==> src/rtl/cpu_pkg.sv <==
// cpu_pkg: shared definitions for the 8-bit CPU control sequencer.
//   - opcode values (ir[15:12])
//   - ALU function codes driven on alu_op
//   - control FSM state encoding
//   - instruction field bit positions
package cpu_pkg;

  // Opcodes; 0xA-0xE are undefined (and 0x8/0x9 when branches are disabled)
  localparam logic [3:0] OP_NOP  = 4'h0;
  localparam logic [3:0] OP_ADD  = 4'h1;
  localparam logic [3:0] OP_SUB  = 4'h2;
  localparam logic [3:0] OP_AND  = 4'h3;
  localparam logic [3:0] OP_OR   = 4'h4;
  localparam logic [3:0] OP_XOR  = 4'h5;
  localparam logic [3:0] OP_LDI  = 4'h6;
  localparam logic [3:0] OP_MOV  = 4'h7;
  localparam logic [3:0] OP_BEQZ = 4'h8;
  localparam logic [3:0] OP_JMP  = 4'h9;
  localparam logic [3:0] OP_HALT = 4'hF;

  typedef enum logic [2:0] {
    ALU_ADD   = 3'd0,
    ALU_SUB   = 3'd1,
    ALU_AND   = 3'd2,
    ALU_OR    = 3'd3,
    ALU_XOR   = 3'd4,
    ALU_PASSA = 3'd5
  } alu_op_t;

  typedef enum logic [2:0] {
    S_FETCH  = 3'd0,
    S_DECODE = 3'd1,
    S_EXEC   = 3'd2,
    S_WB     = 3'd3,
    S_HALT   = 3'd4
  } state_t;

  // Instruction field positions
  localparam int OP_HI  = 15;
  localparam int OP_LO  = 12;
  localparam int RD_LO  = 9;
  localparam int RA_LO  = 6;
  localparam int RB_LO  = 3;
  localparam int IMM_HI = 7;
  localparam int IMM_LO = 0;

endpackage

==> src/rtl/cpu_ctrl_decode.sv <==
// cpu_ctrl_decode: combinational instruction decoder.
//   ir        in   instruction register
//   rd/ra/rb  out  register address fields
//   imm8      out  immediate field ir[7:0]
//   aluOp     out  ALU function for the instruction
//   wbEn      out  instruction writes a register in WB
//   isLdi     out  write data comes from imm8 instead of the ALU
//   isBranch  out  BEQZ/JMP (only when CPU_BRANCH_EN is defined)
//   isHalt    out  HALT opcode
//   isIllegal out  undefined opcode, executed as NOP
// Macro CPU_BRANCH_EN: when undefined, opcodes 0x8/0x9 decode as illegal.
module cpu_ctrl_decode
  import cpu_pkg::*;
#(
  parameter int IR_W = 16,
  parameter int RA_W = 3
) (
  input  logic [IR_W-1:0] ir,
  output logic [RA_W-1:0] rd,
  output logic [RA_W-1:0] ra,
  output logic [RA_W-1:0] rb,
  output logic [7:0]      imm8,
  output alu_op_t         aluOp,
  output logic            wbEn,
  output logic            isLdi,
  output logic            isBranch,
  output logic            isHalt,
  output logic            isIllegal
);

  logic [3:0] op;

  assign op   = ir[OP_HI:OP_LO];
  assign rd   = ir[RD_LO +: RA_W];
  assign ra   = ir[RA_LO +: RA_W];
  assign rb   = ir[RB_LO +: RA_W];
  assign imm8 = ir[IMM_HI:IMM_LO];

  always_comb begin
    aluOp     = ALU_ADD;
    wbEn      = 1'b0;
    isLdi     = 1'b0;
    isBranch  = 1'b0;
    isHalt    = 1'b0;
    isIllegal = 1'b0;
    case (op)
      OP_NOP:  ;
      OP_ADD:  begin wbEn = 1'b1; aluOp = ALU_ADD; end
      OP_SUB:  begin wbEn = 1'b1; aluOp = ALU_SUB; end
      OP_AND:  begin wbEn = 1'b1; aluOp = ALU_AND; end
      OP_OR:   begin wbEn = 1'b1; aluOp = ALU_OR;  end
      OP_XOR:  begin wbEn = 1'b1; aluOp = ALU_XOR; end
      OP_LDI:  begin wbEn = 1'b1; isLdi = 1'b1; aluOp = ALU_PASSA; end
      OP_MOV:  begin wbEn = 1'b1; aluOp = ALU_PASSA; end
`ifdef CPU_BRANCH_EN
      // BEQZ tests RdDataA, so PASS_A keeps ra on the read port meaningful
      OP_BEQZ: begin isBranch = 1'b1; aluOp = ALU_PASSA; end
      OP_JMP:  isBranch = 1'b1;
`endif
      OP_HALT: isHalt = 1'b1;
      default: isIllegal = 1'b1;
    endcase
  end

endmodule

==> src/rtl/cpu_ctrl_seq.sv <==
// cpu_ctrl_seq: multi-cycle control sequencer for the 8-bit CPU.
// FETCH -> DECODE -> EXEC -> (WB) -> FETCH; HALT is absorbing until reset.
// Ports:
//   clk, reset            rising-edge clock, synchronous active-high reset
//   imem_req/addr/rdata/ack  instruction fetch handshake (addr = pc)
//   RdAdrsA/B, RdDataA/B  RegFile read ports (addresses from ir[8:6]/ir[5:3])
//   alu_op, alu_result    external ALU function and result
//   LdReg/WtAdrs/WtData   RegFile write port, pulsed in WB
//   halted                high in HALT
//   illegal               one-cycle pulse in EXEC for an undefined opcode
// Macro CPU_BRANCH_EN: enables BEQZ/JMP; otherwise they are illegal opcodes.
module cpu_ctrl_seq
  import cpu_pkg::*;
#(
  parameter int PC_W   = 8,
  parameter int DATA_W = 8,
  parameter int RA_W   = 3,
  parameter int IR_W   = 16
) (
  input  logic              clk,
  input  logic              reset,
  output logic              imem_req,
  output logic [PC_W-1:0]   imem_addr,
  input  logic [IR_W-1:0]   imem_rdata,
  input  logic              imem_ack,
  output logic [RA_W-1:0]   RdAdrsA,
  output logic [RA_W-1:0]   RdAdrsB,
  input  logic [DATA_W-1:0] RdDataA,
  input  logic [DATA_W-1:0] RdDataB,
  output logic [2:0]        alu_op,
  input  logic [DATA_W-1:0] alu_result,
  output logic              LdReg,
  output logic [RA_W-1:0]   WtAdrs,
  output logic [DATA_W-1:0] WtData,
  output logic              halted,
  output logic              illegal
);

  state_t              state, stateNext;
  logic [PC_W-1:0]     pc;
  logic [IR_W-1:0]     ir;
  logic [DATA_W-1:0]   result;

  logic [RA_W-1:0]     rd, ra, rb;
  logic [7:0]          imm8;
  alu_op_t             aluOp;
  logic                wbEn, isLdi, isBranch, isHalt, isIllegal;

  cpu_ctrl_decode #(
    .IR_W (IR_W),
    .RA_W (RA_W)
  ) uDecode (
    .ir        (ir),
    .rd        (rd),
    .ra        (ra),
    .rb        (rb),
    .imm8      (imm8),
    .aluOp     (aluOp),
    .wbEn      (wbEn),
    .isLdi     (isLdi),
    .isBranch  (isBranch),
    .isHalt    (isHalt),
    .isIllegal (isIllegal)
  );

`ifdef CPU_BRANCH_EN
  logic branchTaken;
  assign branchTaken = isBranch && ((ir[OP_HI:OP_LO] == OP_JMP) || (RdDataA == '0));
  logic unusedRdB;
  assign unusedRdB = ^RdDataB;
`else
  logic unusedNoBranch;
  assign unusedNoBranch = ^{RdDataA, RdDataB, isBranch};
`endif

  always_ff @(posedge clk) begin
    if (reset) begin
      state  <= S_FETCH;
      pc     <= '0;
      ir     <= '0;
      result <= '0;
    end else begin
      state <= stateNext;
      case (state)
        S_FETCH:  if (imem_ack) ir <= imem_rdata;
        S_DECODE: pc <= pc + PC_W'(1);
        S_EXEC: begin
          result <= isLdi ? DATA_W'(imm8) : alu_result;
`ifdef CPU_BRANCH_EN
          // pc already advanced in DECODE; a taken branch overwrites it here
          if (branchTaken) pc <= PC_W'(imm8);
`endif
        end
        default: ;
      endcase
    end
  end

  always_comb begin
    stateNext = state;
    imem_req  = 1'b0;
    LdReg     = 1'b0;
    illegal   = 1'b0;
    halted    = 1'b0;
    case (state)
      S_FETCH: begin
        imem_req = 1'b1;
        if (imem_ack) stateNext = S_DECODE;
      end
      S_DECODE: stateNext = S_EXEC;
      S_EXEC: begin
        illegal = isIllegal;
        if (isHalt)    stateNext = S_HALT;
        else if (wbEn) stateNext = S_WB;
        else           stateNext = S_FETCH;
      end
      S_WB: begin
        LdReg     = 1'b1;
        stateNext = S_FETCH;
      end
      S_HALT:  halted = 1'b1;
      default: stateNext = S_FETCH;
    endcase
  end

  assign imem_addr = pc;
  assign RdAdrsA   = ra;
  assign RdAdrsB   = rb;
  assign alu_op    = aluOp;
  assign WtAdrs    = rd;
  assign WtData    = result;

endmodule

==> config.mk <==
export PLATFORM = sky130hd
export DESIGN_NAME = cpu_ctrl_seq
export DESIGN_NICKNAME = d
export VERILOG_FILES = /design/src/rtl/cpu_pkg.sv /design/src/rtl/cpu_ctrl_decode.sv /design/src/rtl/cpu_ctrl_seq.sv
export SDC_FILE = /design/constraint.sdc
export NUM_CORES = 1
export LEC_CHECK = 0
export BUFFER_PORTS_ARGS = -buffer_cell sky130_fd_sc_hd__buf_2
export CAP_MARGIN = 15
export CORE_ASPECT_RATIO = 0.6
export CORE_UTILIZATION = 41
export CTS_CLUSTER_DIAMETER = 40
export CTS_CLUSTER_SIZE = 40
export DETAILED_ROUTE_END_ITERATION = 16
export GPL_ROUTABILITY_DRIVEN = 0
export PLACE_DENSITY = 0.75
export SLEW_MARGIN = 20
export SYNTH_ARGS = -nofsm -noshare
export SYNTH_HDL_FRONTEND = slang
export SYNTH_SLANG_ARGS = --single-unit
==> constraint.sdc <==
create_clock -name clk -period 1.64 [get_ports clk]
set_clock_uncertainty 0.15 [all_clocks]
set_input_delay 0.328 -clock clk [delete_from_list [all_inputs] [get_ports clk]]
set_output_delay 0.328 -clock clk [all_outputs]
set_load 0.01 [all_outputs]
==> results.py <==
metrics = {
    "synth": {
        "ys_types": 36,
        "ys_warn_count": 0,
        "postSynth.asyncResetShare_pct": 0,
        "synth_top_area_share_pct": 43.78,
        "synth_top_flop_cell": "dfxtp_1",
        "synth_area_um2": 1600,
        "syn-instance-count": 190,
        "seq_area_frac_synth_pct": 43.78,
        "syn-num-nets": 234,
        "synth_edf_count": 0,
        "synthTopCellsByArea": "dfxtp_1 (44%), nand2_1 (8.7%), a21oi_1 (6.9%), mux2i_1 (5.6%), buf_4 (4.2%)",
        "synth-seq-cells": 35,
        "synth.largest_area_cell": "dfxtp_1",
        "synth_area_per_cell_um2": 8.423,
    },
    "cells_and_area": {
        "nets": 294,
        "final_cell_mix": "buf_2 (58), nand2_1 (37), dfxtp_1 (29)",
        "num_antenna_cells": 0,
        "stdcell_area_um2": 2138,
        "layout_commonest_cell": "buf_2",
        "final_cells": 298,
        "area_growth_pct": 33.62,
        "drive_gt1_share_pct": 40.24,
    },
    "critical_path": {
        "worstPathRequired_ps": 1160,
        "cpPeakStageDelay_ps": 340,
        "start_kind": "register",
        "slowest_stage": "dfxtp_2",
        "crit_fanout": 4,
        "path_cells": "buf_6 -> nor3b_4 -> nand2_1 -> nor2_1 -> buf_2",
        "end_kind": "output port",
        "critPathArrivalTime_ps": 1220,
        "crit_type": "register to output port",
    },
    "global_route": {
        "grt_max_degree": 21,
        "grt_pass1_vias": 1237,
        "track_usage_pct": 19.68,
        "grt_pass1_wl_mm": 5.954,
        "antenna_found_initial": 0,
        "globalRouteOverflowTotal": 0,
    },
    "cts": {
        "cts_made_buffers": 5,
        "path_clk_slew_ps": 70,
        "htreeDepth": 2,
        "clk_path_buf_depth": 2,
        "cts_tree": "done",
        "cts_root_buf": "clkbuf_8",
        "clock_latency_ps": 280,
        "cts_sinks": 35,
    },
    "place": {
        "place_area_um2": 1926,
        "dp_hpwl_mm": 2.512,
        "dpl.cell_count": 284,
        "port_buffers": 58,
    },
    "sta": {
        "fin_tns_setup_ps": -79.14,
        "setup_violations": 2,
        "slew_headroom_pct": 72.71,
        "hold_viol_final": 0,
        "max_freq_ghz": 0.5880,
        "fin_crit_ps": 1701,
        "rsz0062_at_grt": "true",
        "whs_ps": 130.5,
        "worstMarginPinSlew_ps": 409.4,
        "slew_viol_final": 0,
        "layout_setup_ws_ps": -60.81,
        "fin_crit_sh_pct": 103.7,
    },
    "drt": {
        "firstDrtPassIters": 10,
        "drc": 2,
        "antenna_left": 0,
        "wl_per_cell_um": 12.88,
        "vias_per_cell": 5.010,
        "num_vias": 1493,
        "totalWireLength_mm": 3.839,
        "drt_iter0_drc": 143,
    },
    "floorplan": {
        "start_util_pct": 43.24,
        "design.die.area_um2": 4165,
        "die_h_um": 50.39,
        "die_w_um": 82.66,
        "ios": 75,
        "row_count": 17,
        "core-area_um2": 3701,
    },
    "power_and_ir_drop": {
        "p_per_area_nw_per_um2": 896.3,
        "p_total_mw": 1.916,
        "power.static_leakage_nw": 0.9345,
        "peakVddDrop_mv": 0.4912,
    },
    "run_status": {
        "outcome": "finished, violations left",
        "violations": "DRC, setup timing",
    },
    "job": {
        "max_cap_viol_count": 0,
    },
    "worst_hold_path": {
        "hp-class": "primary input to register",
    },
}
[critical path, delay by kind of cell, from the launching register on]
family	cells	cell delay, ps
buffers and inverters	2	270
flip-flops	1	340
AND/OR/NAND/NOR	3	350
[synthesized netlist by cell type (all sizes together) (2+ instances only)]
cell type and count:
mux2i 9, a211oi 8, nor3 3, nand2 37, nand3 3, a21oi 22, o31ai 3, buf 15
nor4b 2, o21ai 3, nor2 16, dfxtp 35, or3 2, nor3b 4, nand2b 2, nor4bb 2
clkbuf 7, or4 2, inv 3
[report_power, final]
group | total (mW) | internal [mW] | switching (mW)
Sequential | 0.931 | 0.897 | 0.0346
Clock | 0.678 | 0.383 | 0.295
Combinational | 0.307 | 0.148 | 0.159
Total | 1.92 | 1.43 | 0.488
[flip-flops by register name, summed over array words and instances, names as in the netlist]
register and cells:
WtData 8, imem_addr 8, ir 16, state 3
[final timing paths]
kind                            cells after the start  endpoint  slack, ps            from
worst min-delay path                                3    ir[14]        130  imem_rdata[14]
worst max register to register                      5     ir[0]         30        state[1]
worst min register to register                      2    ir[10]        310          ir[10]
worst max-delay path                                5   illegal        -60        state[2]
[layout make-up]
cell class                 instances  area [µm²]
tap                               47       58.81
timing repair buffer              74       432.9
sequential                        35       710.7
clock buffer                       8       100.1
inverter                           3       11.26
multi-input combinational        131       824.5
fill                             346        1563
[cells by family after synthesis]
logic type / count (synthesis) / share of synthesized area, %
buffers and inverters: 25 / 9.538
DFF: 35 / 43.78
muxes: 10 / 6.333
adders and majority gates: 1 / 0.7817
AOI/OAI and AO/OA: 38 / 13.76
and+or+nand+nor: 79 / 24.71
xor gates and xnor gates: 2 / 1.095
[per-layer routing]
| metal | vias to the layer above | part of all wire (%) | global-route usage [%] |
|---|---|---|---|
| met4 | 0 | 0.76 | 5.172 |
| met5 | - | 0 | 0 |
| li1 | 769 | - | - |
| met1 | 666 | 50 | 29.63 |
| met2 | 53 | 41 | 26.37 |
| met3 | 5 | 8.2 | 6.364 |
[stage by stage]
step                utilization, %  setup WS [ps]
floorplan                        -         -64.60
global placement             52.03          21.98
detailed placement           52.03         -29.37
CTS                          56.49         -89.63
global route                 57.78         -118.9
finish                       57.78         -60.81
[repair_timing]
item / CTS / global route
hold buffers: 0 / 0
endpoints found under the setup margin: 5 / 24
pin swaps: 16 / 4
gates resized for setup: 10 / 11
gates cloned: 0 / 1
setup buffers: 5 / 0
Power figures use the tool's default switching activity.
